## src/rtl/cache_mem_arbiter_if.sv

```systemverilog
// One memory-port bundle: line request, write beat, ready and return beat.
// The arbiter's cache-facing ports are slaves; its DRAM-facing port is a master.
interface cache_mem_arbiter_if;
  logic [31:0] addr;
  logic        read;
  logic        write;
  logic [63:0] wdata;
  logic        ready;
  logic [31:0] raddr;
  logic [63:0] rdata;
  logic        rvalid;

  modport master (
    output addr, read, write, wdata,
    input  ready, raddr, rdata, rvalid
  );

  modport slave (
    input  addr, read, write, wdata,
    output ready, raddr, rdata, rvalid
  );
endinterface

```

## src/rtl/cache_mem_arbiter.sv

```systemverilog
// Shares the DRAM burst port between the icache and dcache miss FSMs and steers
// in-order read returns back to whichever cache issued each read.
module cache_mem_arbiter #(
  parameter int MAX_OUTSTANDING = 4,
  parameter int BEATS           = 4
) (
  input  logic                       clk,
  input  logic                       rst,
  cache_mem_arbiter_if.slave         ic,
  cache_mem_arbiter_if.slave         dc,
  cache_mem_arbiter_if.master        mem
);
  localparam int PW = (MAX_OUTSTANDING > 1) ? $clog2(MAX_OUTSTANDING) : 1;
  localparam int BW = (BEATS > 1) ? $clog2(BEATS) : 1;
  localparam logic [PW-1:0] PTR_LAST  = PW'(MAX_OUTSTANDING - 1);
  localparam logic [PW:0]   CNT_FULL  = (PW+1)'(MAX_OUTSTANDING);
  localparam logic [BW-1:0] BEAT_LAST = BW'(BEATS - 1);
  localparam logic [0:0]    ARB       = 1'b0;
  localparam logic [0:0]    WBURST    = 1'b1;
  localparam logic          ID_I      = 1'b0;
  localparam logic          ID_D      = 1'b1;

  logic [0:0]                 state;
  logic                       prio;
  logic [BW-1:0]              wbeat;
  logic [BW-1:0]              rbeat;
  logic [PW-1:0]              wr_ptr;
  logic [PW-1:0]              rd_ptr;
  logic [PW:0]                count;
  logic [MAX_OUTSTANDING-1:0] id_fifo;

  logic i_req, d_req, fifo_full, fifo_empty;
  logic i_acc, d_rd_acc, d_wr_acc, push, pop, ret_beat, head_id;
  logic unused_ok;

  function automatic logic [PW-1:0] next_ptr(input logic [PW-1:0] p);
    return (p == PTR_LAST) ? '0 : p + PW'(1);
  endfunction

  assign i_req      = ic.read;
  assign d_req      = dc.read | dc.write;
  assign fifo_full  = (count == CNT_FULL);
  assign fifo_empty = (count == '0);

  // A full ID FIFO only holds back reads; write beats never need a slot.
  always_comb begin
    ic.ready = 1'b0;
    dc.ready = 1'b0;
    if (!rst) begin
      if (state == WBURST) begin
        dc.ready = mem.ready;
      end else begin
        ic.ready = mem.ready && !fifo_full && (!d_req || prio == ID_I);
        dc.ready = mem.ready && (dc.write || !fifo_full) && (!i_req || prio == ID_D);
      end
    end
  end

  assign i_acc    = ic.ready & ic.read;
  assign d_wr_acc = dc.ready & dc.write;
  assign d_rd_acc = dc.ready & dc.read & ~dc.write & (state == ARB);

  assign mem.read  = i_acc | d_rd_acc;
  assign mem.write = d_wr_acc;
  assign mem.addr  = i_acc ? ic.addr : dc.addr;
  assign mem.wdata = dc.wdata;

  // Returns come back in issue order, so the FIFO head names the owner of each beat.
  assign head_id   = id_fifo[rd_ptr];
  assign ret_beat  = mem.rvalid & ~fifo_empty & ~rst;
  assign ic.rvalid = ret_beat & (head_id == ID_I);
  assign dc.rvalid = ret_beat & (head_id == ID_D);
  assign ic.raddr  = mem.raddr;
  assign dc.raddr  = mem.raddr;
  assign ic.rdata  = mem.rdata;
  assign dc.rdata  = mem.rdata;

  assign push = i_acc | d_rd_acc;
  assign pop  = ret_beat & (rbeat == BEAT_LAST);

  assign unused_ok = ^{ic.write, ic.wdata};

  always_ff @(posedge clk) begin
    if (rst) begin
      state  <= ARB;
      prio   <= ID_I;
      wbeat  <= '0;
      rbeat  <= '0;
      wr_ptr <= '0;
      rd_ptr <= '0;
      count  <= '0;
    end else begin
      if (d_wr_acc) begin
        if (wbeat == BEAT_LAST) begin
          state <= ARB;
          wbeat <= '0;
        end else begin
          state <= WBURST;
          wbeat <= wbeat + BW'(1);
        end
      end
      if (state == ARB) begin
        if (i_acc)                      prio <= ID_D;
        else if (d_rd_acc || d_wr_acc)  prio <= ID_I;
      end
      if (ret_beat) rbeat <= (rbeat == BEAT_LAST) ? '0 : rbeat + BW'(1);
      if (push) wr_ptr <= next_ptr(wr_ptr);
      if (pop)  rd_ptr <= next_ptr(rd_ptr);
      if (push && !pop)      count <= count + (PW+1)'(1);
      else if (pop && !push) count <= count - (PW+1)'(1);
    end
  end

  always_ff @(posedge clk) begin
    if (push) id_fifo[wr_ptr] <= d_rd_acc;
  end

  a_rvalid_needs_read: assert property (@(posedge clk) disable iff (rst) !(mem.rvalid && fifo_empty));
endmodule

```

## src/flat_wrapper.sv

```systemverilog
// flat-port wrapper written by rule: the top's interface ports become plain ports
module cache_mem_arbiter_flat 
#(
  parameter int MAX_OUTSTANDING = 4,
  parameter int BEATS           = 4
)
  (clk, rst, ic_addr, ic_read, ic_write, ic_wdata, ic_ready, ic_raddr, ic_rdata, ic_rvalid, dc_addr, dc_read, dc_write, dc_wdata, dc_ready, dc_raddr, dc_rdata, dc_rvalid, mem_addr, mem_read, mem_write, mem_wdata, mem_ready, mem_raddr, mem_rdata, mem_rvalid);
  cache_mem_arbiter_if ic_i ();
  cache_mem_arbiter_if dc_i ();
  cache_mem_arbiter_if mem_i ();
  input  logic clk;
  input  logic rst;
  input wire logic [$bits(ic_i.addr)-1:0] ic_addr;
  input wire logic [$bits(ic_i.read)-1:0] ic_read;
  input wire logic [$bits(ic_i.write)-1:0] ic_write;
  input wire logic [$bits(ic_i.wdata)-1:0] ic_wdata;
  output wire logic [$bits(ic_i.ready)-1:0] ic_ready;
  output wire logic [$bits(ic_i.raddr)-1:0] ic_raddr;
  output wire logic [$bits(ic_i.rdata)-1:0] ic_rdata;
  output wire logic [$bits(ic_i.rvalid)-1:0] ic_rvalid;
  input wire logic [$bits(dc_i.addr)-1:0] dc_addr;
  input wire logic [$bits(dc_i.read)-1:0] dc_read;
  input wire logic [$bits(dc_i.write)-1:0] dc_write;
  input wire logic [$bits(dc_i.wdata)-1:0] dc_wdata;
  output wire logic [$bits(dc_i.ready)-1:0] dc_ready;
  output wire logic [$bits(dc_i.raddr)-1:0] dc_raddr;
  output wire logic [$bits(dc_i.rdata)-1:0] dc_rdata;
  output wire logic [$bits(dc_i.rvalid)-1:0] dc_rvalid;
  output wire logic [$bits(mem_i.addr)-1:0] mem_addr;
  output wire logic [$bits(mem_i.read)-1:0] mem_read;
  output wire logic [$bits(mem_i.write)-1:0] mem_write;
  output wire logic [$bits(mem_i.wdata)-1:0] mem_wdata;
  input wire logic [$bits(mem_i.ready)-1:0] mem_ready;
  input wire logic [$bits(mem_i.raddr)-1:0] mem_raddr;
  input wire logic [$bits(mem_i.rdata)-1:0] mem_rdata;
  input wire logic [$bits(mem_i.rvalid)-1:0] mem_rvalid;
  assign ic_i.addr = ic_addr;
  assign ic_i.read = ic_read;
  assign ic_i.write = ic_write;
  assign ic_i.wdata = ic_wdata;
  assign ic_ready = ic_i.ready;
  assign ic_raddr = ic_i.raddr;
  assign ic_rdata = ic_i.rdata;
  assign ic_rvalid = ic_i.rvalid;
  assign dc_i.addr = dc_addr;
  assign dc_i.read = dc_read;
  assign dc_i.write = dc_write;
  assign dc_i.wdata = dc_wdata;
  assign dc_ready = dc_i.ready;
  assign dc_raddr = dc_i.raddr;
  assign dc_rdata = dc_i.rdata;
  assign dc_rvalid = dc_i.rvalid;
  assign mem_addr = mem_i.addr;
  assign mem_read = mem_i.read;
  assign mem_write = mem_i.write;
  assign mem_wdata = mem_i.wdata;
  assign mem_i.ready = mem_ready;
  assign mem_i.raddr = mem_raddr;
  assign mem_i.rdata = mem_rdata;
  assign mem_i.rvalid = mem_rvalid;
  cache_mem_arbiter #(.MAX_OUTSTANDING(MAX_OUTSTANDING), .BEATS(BEATS)) u_core (.clk(clk), .rst(rst), .ic(ic_i), .dc(dc_i), .mem(mem_i));
endmodule
```

## config.mk

```make
export PLATFORM = sky130hd
export DESIGN_NAME = cache_mem_arbiter_flat
export DESIGN_NICKNAME = d
export VERILOG_FILES = /design/src/rtl/cache_mem_arbiter_if.sv /design/src/rtl/cache_mem_arbiter.sv /design/src/flat_wrapper.sv
export SDC_FILE = /design/constraint.sdc
export NUM_CORES = 1
export LEC_CHECK = 0
export CAP_MARGIN = 40
export CORE_AREA = 2 2 231 233
export CTS_BUF_LIST = sky130_fd_sc_hd__clkbuf_4 sky130_fd_sc_hd__clkbuf_8
export CTS_CLUSTER_SIZE = 14
export DETAILED_ROUTE_END_ITERATION = 10
export DIE_AREA = 0 0 233 235
export GPL_ROUTABILITY_DRIVEN = 0
export HOLD_SLACK_MARGIN = 0.15
export PLACE_DENSITY_LB_ADDON = 0.3
export SYNTH_ARGS = -nofsm -noshare
export SYNTH_HDL_FRONTEND = slang
export SYNTH_SLANG_ARGS = --single-unit
```

## constraint.sdc

```tcl
create_clock -name clk -period 2.52 [get_ports clk]
set_input_delay 0.504 -clock clk [delete_from_list [all_inputs] [get_ports clk]]
set_output_delay 0.504 -clock clk [all_outputs]
set_load 0.005 [all_outputs]
```

# After elaboration in Yosys (flattened, before gate mapping)
# Index checks and enable logic that the tools add are counted.
dict set report totals {
  inputBits 296
  register_bits 17
  out_inout_bits 294
}
dict set report classes {
  order_cmp 3
  reduce_logical 20
  mux 19
  bitwise_logic 18
  addsub 6
  eq_ne 5
}
# operator n
set op_table {}
lappend op_table {{two-way mux 32 bit} 1}
lappend op_table {{AND 1 bit} 10}
lappend op_table {{two-way mux 1 bit} 9}
lappend op_table {{adder 2 x 1 -> 2 bit (second input constant)} 4}
lappend op_table {{== test 2 bit (second input constant)} 4}
lappend op_table {{two-way mux 2 bit} 4}
lappend op_table {{logical AND 1 bit} 7}
lappend op_table {{< comparator 2 x 3 -> 1 bit (second input constant)} 2}
lappend op_table {{two-way mux 3 bit} 2}
lappend op_table {{inverter 1 bit} 6}
lappend op_table {{logical NOT 1 bit} 5}
lappend op_table {{bitwise mux 4 bit} 1}
lappend op_table {{logical OR 1 bit} 4}
lappend op_table {{nonzero test 2 bit} 2}
lappend op_table {{adder 3 x 1 -> 3 bit (second input constant)} 1}
lappend op_table {{== test 3 bit (second input constant)} 1}
lappend op_table {{logical NOT 3 bit} 1}
lappend op_table {{subtractor 3 x 1 -> 3 bit (second input constant)} 1}
lappend op_table {{binary-select mux 1 bit (select 2 bit)} 1}
lappend op_table {{demux 1 bit (select 2 bit)} 1}
lappend op_table {{>= comparator 2 x 1 -> 1 bit (second input constant)} 1}
lappend op_table {{OR 1 bit} 2}
lappend op_table {{AND reduction 2 bit} 1}

# Logic depth before layout (Yosys ltp)
# Gate-level depths: netlist of run 1.
dict set report depth {
  word_depth 15
  mapped_depth 8
}

# Least setup slack after synthesis of run 1
# Ideal clock, no wire load.
dict set report synth_path {
  path_kind {in2reg}
  start {input port dc_write}
  end {register u_core.count[2]}
  arrival_time_ns 2.532
  stages 8
  setup_ns 0.071
  path_slack_ns -0.083
  path_cell_list {o21bai_1 a2111oi_4 ha_1 inv_1 fa_1 xor2_1 or3_1 a21oi_1}
}
dict set report synth_between {
  elab_chain_len 12
  elab_cells_between_ends 22
  cone_classes {mux (5); bitwise (7); reduce/logical (10)}
}
# item line
set synth_rtl {}
lappend synth_rtl {{from (decl)} flat_wrapper.sv:23} ;# input wire logic [$bits(dc_i.write)-1:0] dc_write;
lappend synth_rtl {{logical OR 1 bit} cache_mem_arbiter.sv:54} ;# dc.ready = mem.ready && (dc.write || !fifo_full) && (!i_req || prio == ID_D);
lappend synth_rtl {{logical AND 1 bit (2 in a row)} cache_mem_arbiter.sv:54}
lappend synth_rtl {{two-way mux 1 bit} cache_mem_arbiter.sv:50} ;# if (state == WBURST) begin
lappend synth_rtl {{two-way mux 1 bit} cache_mem_arbiter.sv:49} ;# if (!rst) begin
lappend synth_rtl {{AND 1 bit (3 in a row)} cache_mem_arbiter.sv:61} ;# assign d_rd_acc = dc.ready & dc.read & ~dc.write & (state == ARB);
lappend synth_rtl {{OR 1 bit *} --}
lappend synth_rtl {{net mem_read} flat_wrapper.sv:30} ;# output wire logic [$bits(mem_i.read)-1:0] mem_read;
lappend synth_rtl {{logical NOT 1 bit} cache_mem_arbiter.sv:110} ;# else if (pop && !push) count <= count - (PW+1)'(1);
lappend synth_rtl {{logical AND 1 bit} cache_mem_arbiter.sv:110}
lappend synth_rtl {{nonzero test 2 bit (no line)} --}
lappend synth_rtl {{to (signal assigned)} cache_mem_arbiter.sv:109} ;# if (push && !pop) count <= count + (PW+1)'(1);
lappend synth_rtl {{to (signal assigned)} cache_mem_arbiter.sv:110}
lappend synth_rtl {{to (decl)} cache_mem_arbiter.sv:29} ;# logic [PW:0] count;
# The timed path passes the listed nets; every way through them passes the cells marked *.
# A chain may end at the register's enable or synchronous reset.

# Worst setup path after layout of run 1
dict set report layout_path {
  start {input port rst}
  end {output port mem_addr[11]}
}
dict set report layout_between {
  elab_chain_len 3
}
# item line
set layout_rtl {}
lappend layout_rtl {{from (decl)} flat_wrapper.sv:12} ;# input logic rst;
lappend layout_rtl {{two-way mux 1 bit} cache_mem_arbiter.sv:49}
lappend layout_rtl {{AND 1 bit} cache_mem_arbiter.sv:59} ;# assign i_acc = ic.ready & ic.read;
lappend layout_rtl {{two-way mux 32 bit} cache_mem_arbiter.sv:65} ;# assign mem.addr = i_acc ? ic.addr : dc.addr;
lappend layout_rtl {{to (decl)} flat_wrapper.sv:29} ;# output wire logic [$bits(mem_i.addr)-1:0] mem_addr;
# No other way between the ends.

==> results of run 1 <==
state kept, by name, indices dropped and copies added (netlist names):
register	flops
u_core.prio	1
u_core.rbeat	2
u_core.state	1
u_core.id_fifo	4
u_core.wr_ptr	2
u_core.wbeat	2
u_core.count	3
u_core.rd_ptr	2
power by group through the flow:
| stage | sequential (mW) | combinational (mW) | clock [mW] |
|---|---|---|---|
| floorplan | 0.307 | 0.481 | 0 |
| global placement | 0.305 | 0.417 | 0 |
| detailed placement | 0.305 | 0.413 | 0 |
| CTS | 0.298 | 0.426 | 0.227 |
| global route | 0.300 | 0.463 | 0.237 |
| finish | 0.298 | 0.427 | 0.214 |
cells by family (layout without fill, tap and decap cells):
logic type                 Yosys count  in the layout  synth area share, %
buffers and inverters              265            152                 58.7
muxes                               39             39                 16.4
and+or+nand+nor                     34             34                 6.46
DFF                                 17             17                 11.3
AOI/OAI and AO/OA                   13             13                 3.12
adders and majority gates            9              9                 3.56
xor gates and xnor gates             2              2                0.520
metrics by stage:
| step | worst slack [ns] | setup TNS, ns |
|---|---|---|
| after floorplan | 0.000605 | 0 |
| after global placement | -0.575 | -19.40 |
| after detailed placement | -0.575 | -19.26 |
| after CTS | -0.0612 | -0.352 |
| after global routing | 0.00283 | 0 |
| final | 0.0788 | 0 |
timing repair:
item	in CTS	in global routing
buffers inserted	10	0
hold endpoints to repair	0	0
cloned	3	0
setup endpoints to repair	39	34
gates resized for setup	152	14
pin swaps	4	6
per-layer routing:
layer,part of all wire [%],vias up
li1,-,733
met1,26,727
met2,40,279
met3,24,93
met4,11,2
met5,0.14,-
final timing paths:
kind,endpoint,cells past startpoint
hold / removal,u_core.rd_ptr[0],1
setup reg to reg,u_core.count[2],10
setup / recovery,mem_addr[11],8
hold reg to reg,u_core.rd_ptr[0],1
final cells by class:
type	instances	area [sq um]	share of cell area, %
Multi-Input combinational cell	97	1070	28.7
Tap cell	688	861	23.1
Timing Repair Buffer	143	1350	36.2
Sequential cell	17	382	10.2
Clock buffer	4	48.8	1.31
Inverter	5	18.8	0.504
cell usage in the layout (no fill, tap or decap), types with 5 or more instances in the layout:
cell | netlist | layout
buf_4 | 256 | 25
buf_6 | 3 | 20
mux2i_1 | 6 | 6
dfxtp_1 | 13 | 12
dlygate4sd2_1 | 0 | 5
ha_1 | 8 | 7
clkdlybuf4s50_1 | 0 | 70
nor2_1 | 12 | 12
mux2_4 | 29 | 29
buf_2 | 0 | 17
==> metrics, run 1 <==
Leak between 1 and 1.5 nW; CP bufs+invs 4; Worst setup SP type input pin; crit path time final ~2.4 ns; DR vias/cell a little under 2; met2 usage between 4 and 5%; Synth top area share a little under three fifths; vias in the first global route 2,073; Post-DP HPWL 7490 um; clock group share of total power 22.8%; ANT nets after route 0; Boundary Pins between 500 and 600; total power between 0.9 and 1 mW; area grow syn2layout 10.5%; Comb pwr share 45.5%; ranking of synthesized cells by area buf_4 (57%), mux2_4 (13%), dfxtp_1 (7.7%); CP Class in -> out; Cell variety after synth 35; Max Slew Vio Count 0; HP Class reg -> reg; Slowest Stage Delay on Critical Path between 0.3 and 0.4 ns; Initial Util 6.45%; #FFs+latches synth 17; Final nets 572; slowest CP cell nor4b_4; clock slew at reported path FFs 0.07 ns; most common cell in the netlist buf_4; core area 52,200 sq um; cell mode on critical path buf_6; Max Cap Viol 0; Die Height 235 um; RSZ-0062 raised after global routing no; later-pin clock latency in the skew report 0.25 ns; syn avg cell area around 9 sq um; Initial DRC Count 43; DP Cell Count 939; CP Launch Point rst; FF-to-FF Start u_core.count[2]; clock skew 0.00203 ns; Filler Cell Count between 6,000 and 7,000; top post-synthesis cells by count buf_4 (256), mux2_4 (29), dfxtp_1 (13); Worst Path Required 2.02 ns; Max Clk Rate 0.410 GHz; # rows 84; GR Util met1 2.27%; CTS Buf Count 3; Post-Synthesis Cells 379; Worst path top cell family by delay simple AND/OR/NAND/NOR gates; slew margin rel. 75.4%; Die ar. 54,800 sq um; first-pass GRT wire length 12,600 um; synthesized area 3370 sq um; Via Count 1,834; Slew @ Worst Pin 0.366 ns; CTS H-tree lvls 1; Post-synth top flop dfxtp_1; Setup violations, final 0; Net Sw Frac 25.3%; CP Capture Type output pin; busiest grt layer met2; PD cells roughly 250 nW/um^2; largest net degree at the start of global routing 14; Routed WL 9110 um; total placed instance area approximately 3600 sq um; register area share after synthesis 11.3%; Ant. Diodes 0; worst-path cell chain buf_6 > nand2b_4 > nor4b_4 > nand2_4 > buf_6 > buf_16 > mux2_4 > buf_2; layout cells sized above 1 44.7%; largest fanout on the critical path 7; Arr. time, crit path slightly below 2 ns; met3 Usage GRT around 3.1%; number of synthesis warnings 0; fraction of the cycle the final worst path needs 96.9%; Final Hold Vio Count 0; Finished Layout Cells 954; status completed; flop2flop setup slack 0.15 ns; CTS tree done; initial antenna violation count 1; NetSw 0.238 mW; Root Driver clkbuf_8; Final Util approximately 7%; clk sinks 17; final design area excluding fillers between 3000 and 4000 sq um; hold_buf cts 0; Max VDD drop 193 uV; overall routing resource usage under 10%; clock buffer depth 2; Die Wd 233 um; Hold Crit Start u_core.rd_ptr[0]; Post-synth ARST share 0%; TritonRoute pass-1 iters 4; Net Count, Synth 684; grt ovf 0; WL/cell 9.55 um; Synth area leader buf_4; internal power 0.702 mW; hold slack approximately 0.48 ns; EDFF count, synth 4; I/O Buffers 108; DR DRC count 0; Seq pwr share 31.7%
Note: power is estimated with default switching activity, not from simulation.
==> inputs of run 2 (changes only) <==
CORE_AREA = 2 2 232 234   (was 2 2 231 233)
DIE_AREA = 0 0 234 236   (was 0 0 233 235)
DONT_BUFFER_PORTS = 1   (was not set)
==> run 2 against run 1 <==
Sequential power is 2% higher. Clock-buffer cell count is 1 lower. Combinational power is 59% lower. Clock power is 4% lower. Critical path depth is 3 lower. Clock skew is 0.0041 ns higher. Critical endpoint is now mem_addr[1]. Fmax is 1.5% higher. Register-to-register slack better by 0.11 ns. Via count is 26% lower.
==> metrics, run 2 (synthesis gave the netlist of run 1 again) <==
status completed; Via Count 1,358 (-26%); Final Hold Vio Count 0 (unchanged); setup TNS 0 ns (unchanged); Critical Path End mem_addr[1]; WL/cell 9.66 um (+1.2%); CP Class reg -> out; PD cells 288 nW/um^2 (+14%); core area 53,100 sq um (+1.6%); GR Util met1 1.87% (-0.40 points); crit path time final 2.41 ns (-0.0350 ns); Filler Cell Count 6,214 (+1.9%); I/O Buffers 0 (-100%); total placed instance area 2330 sq um (-34%); largest fanout on the critical path 33 (+26); clk sinks 17 (unchanged); Initial DRC Count 34 (-21%); layout cells sized above 1 40.2% (-4.6 points); TritonRoute pass-1 iters 3 (-1); Largest register FFs 4 (unchanged); Worst setup SP type flip-flop; DR vias/cell 1.65 (-14%); flop2flop setup slack 0.26 ns (+0.11 ns); Routed WL 7950 um (-13%); Worst Path Required 2.02 ns (about the same); area grow syn2layout -29.3%; # rows 85 (+1.2%); Post-DP HPWL 6740 um (-10%); largest net degree at the start of global routing 34 (+20); Initial Util 6.35% (-0.10 points); Leak 0.707 nW (-48%); setup repair bufs after CTS 0 (-10); commonest cells after routing, fill and taps aside mux2_4 (29), dfxtp_1 (13), nor2_1 (12), ha_1 (7), mux2i_1 (6); commonest non-fill, non-tap cell in the layout mux2_4; CP Capture Type output pin; RSZ-0062 raised after global routing no; Max Slew Vio Count 0 (unchanged); Ant. Diodes 0 (unchanged); initial antenna violation count 1 (unchanged); slew margin rel. 53.4% (-22 points); overall routing resource usage 2.60% (-0.46 points); Die Wd 234 um (+0.43%); CTS H-tree lvls 1 (unchanged); CTS tree done; Setup violations, final 0 (unchanged); Max Cap Viol 0 (unchanged); Slew @ Worst Pin 0.692 ns (+0.326 ns); DR DRC count 0 (unchanged); met2 usage 3.29% (-0.95 points); met3 Usage GRT 2.95% (-0.19 points); clock buffer depth 2 (unchanged); Max VDD drop 153 uV (-21%); ANT nets after route 0 (unchanged); clock slew at reported path FFs 0.07 ns (about the same); grt ovf 0 (unchanged); Final nets 433 (-24%); Root Driver clkbuf_8; largest register by flop count u_core.id_fifo; FF-to-FF Start u_core.count[0]; fraction of the cycle the final worst path needs 95.5% (-1.4 points); reg2reg end u_core.count[2]; Arr. time, crit path 1.90 ns (-0.04 ns); Largest regs u_core.id_fifo x4, u_core.count x3; final design area excluding fillers 2380 sq um (-36%); Die ar. 55,200 sq um (+0.86%); Max Clk Rate 0.416 GHz (+1.5%); CTS Buf Count 3 (unchanged); Die Height 236 um (+0.43%); hold_buf cts 0 (unchanged); post-CTS sizing 1 (-99%); later-pin clock latency in the skew report 0.25 ns (about the same); CP Launch Point u_core.count[0]; r2r worst-path depth 8 (-2); Boundary Pins 590 (unchanged); HP Class in -> reg; clock skew 0.00611 ns (+0.00408 ns); first-pass GRT wire length 10,400 um (-17%); vias in the first global route 1,564 (-25%); busiest grt layer met2
run 2: cell types whose count changed in the layout (fill, tap and decap cells not counted), moves of 2 or more:
cell	before	now
dlygate4sd2_1	5	0
clkdlybuf4s15_1	3	0
clkdlybuf4s50_1	70	0
buf_16	2	0
buf_6	20	0
buf_2	17	0
buf_4	25	3
run 2: layer usage:
layer | share of wire [%] | wire (um)
met1 | 25 | 1980
met2 | 37 | 2920
met3 | 27 | 2110
met4 | 12 | 926
met5 | 0.16 | 13
run 2: critical path, stage by stage (launching register included):
cell     delay [ns]
dfxtp_1        0.39
nor3b_4        0.41
nor4b_4        0.09
nand2_2        0.10
buf_12         0.24
mux2_2         0.41
run 2: per-stage QoR:
| stage | utilization, % | hold slack, ns | power (mW) | worst slack, ns | instances |
|---|---|---|---|---|---|
| finish | 4.49 | 0.319 | 0.686 | 0.114 | 823 |
| global placement | 4.39 | 0.482 | 0.487 | 0.150 | 819 |
| detailed placement | 4.39 | 0.492 | 0.486 | 0.142 | 819 |
| floorplan | - | 0.465 | 0.788 | 0.000605 | 379 |
| global route | 4.49 | 0.296 | 0.735 | 0.00228 | 823 |
| CTS | 4.49 | 0.308 | 0.698 | 0.0904 | 823 |
run 2: worst min path at each step:
stage / to / slack, ns / depth (start not counted) / startpoint
6_report: u_core.count[2] / 0.32 / 1 / rst
5_1_grt: u_core.rbeat[1] / 0.30 / 1 / rst
4_1_cts: u_core.count[2] / 0.31 / 1 / rst
3_5_place_dp: u_core.rbeat[1] / 0.49 / 2 / u_core.rbeat[1]
3_3_place_gp: u_core.wbeat[1] / 0.48 / 2 / u_core.wbeat[1]
2_1_floorplan: u_core.rbeat[1] / 0.46 / 2 / u_core.rbeat[1]
run 2: cell type report:
type                       instances  area, sq um  share of cell area (%)
multi-input combinational         97         1020                    43.0
tap                              696          871                    36.6
sequential                        17          380                    16.0
timing repair buffer               4         42.5                    1.79
clock buffer                       3         41.3                    1.73
inverter                           5         18.8                   0.788
clock inverter                     1         5.00                   0.210
run 2: report_power, final:
part,internal (mW),switching (mW)
logic,0.100,0.0761
registers,0.290,0.0152
clock network,0.110,0.0955
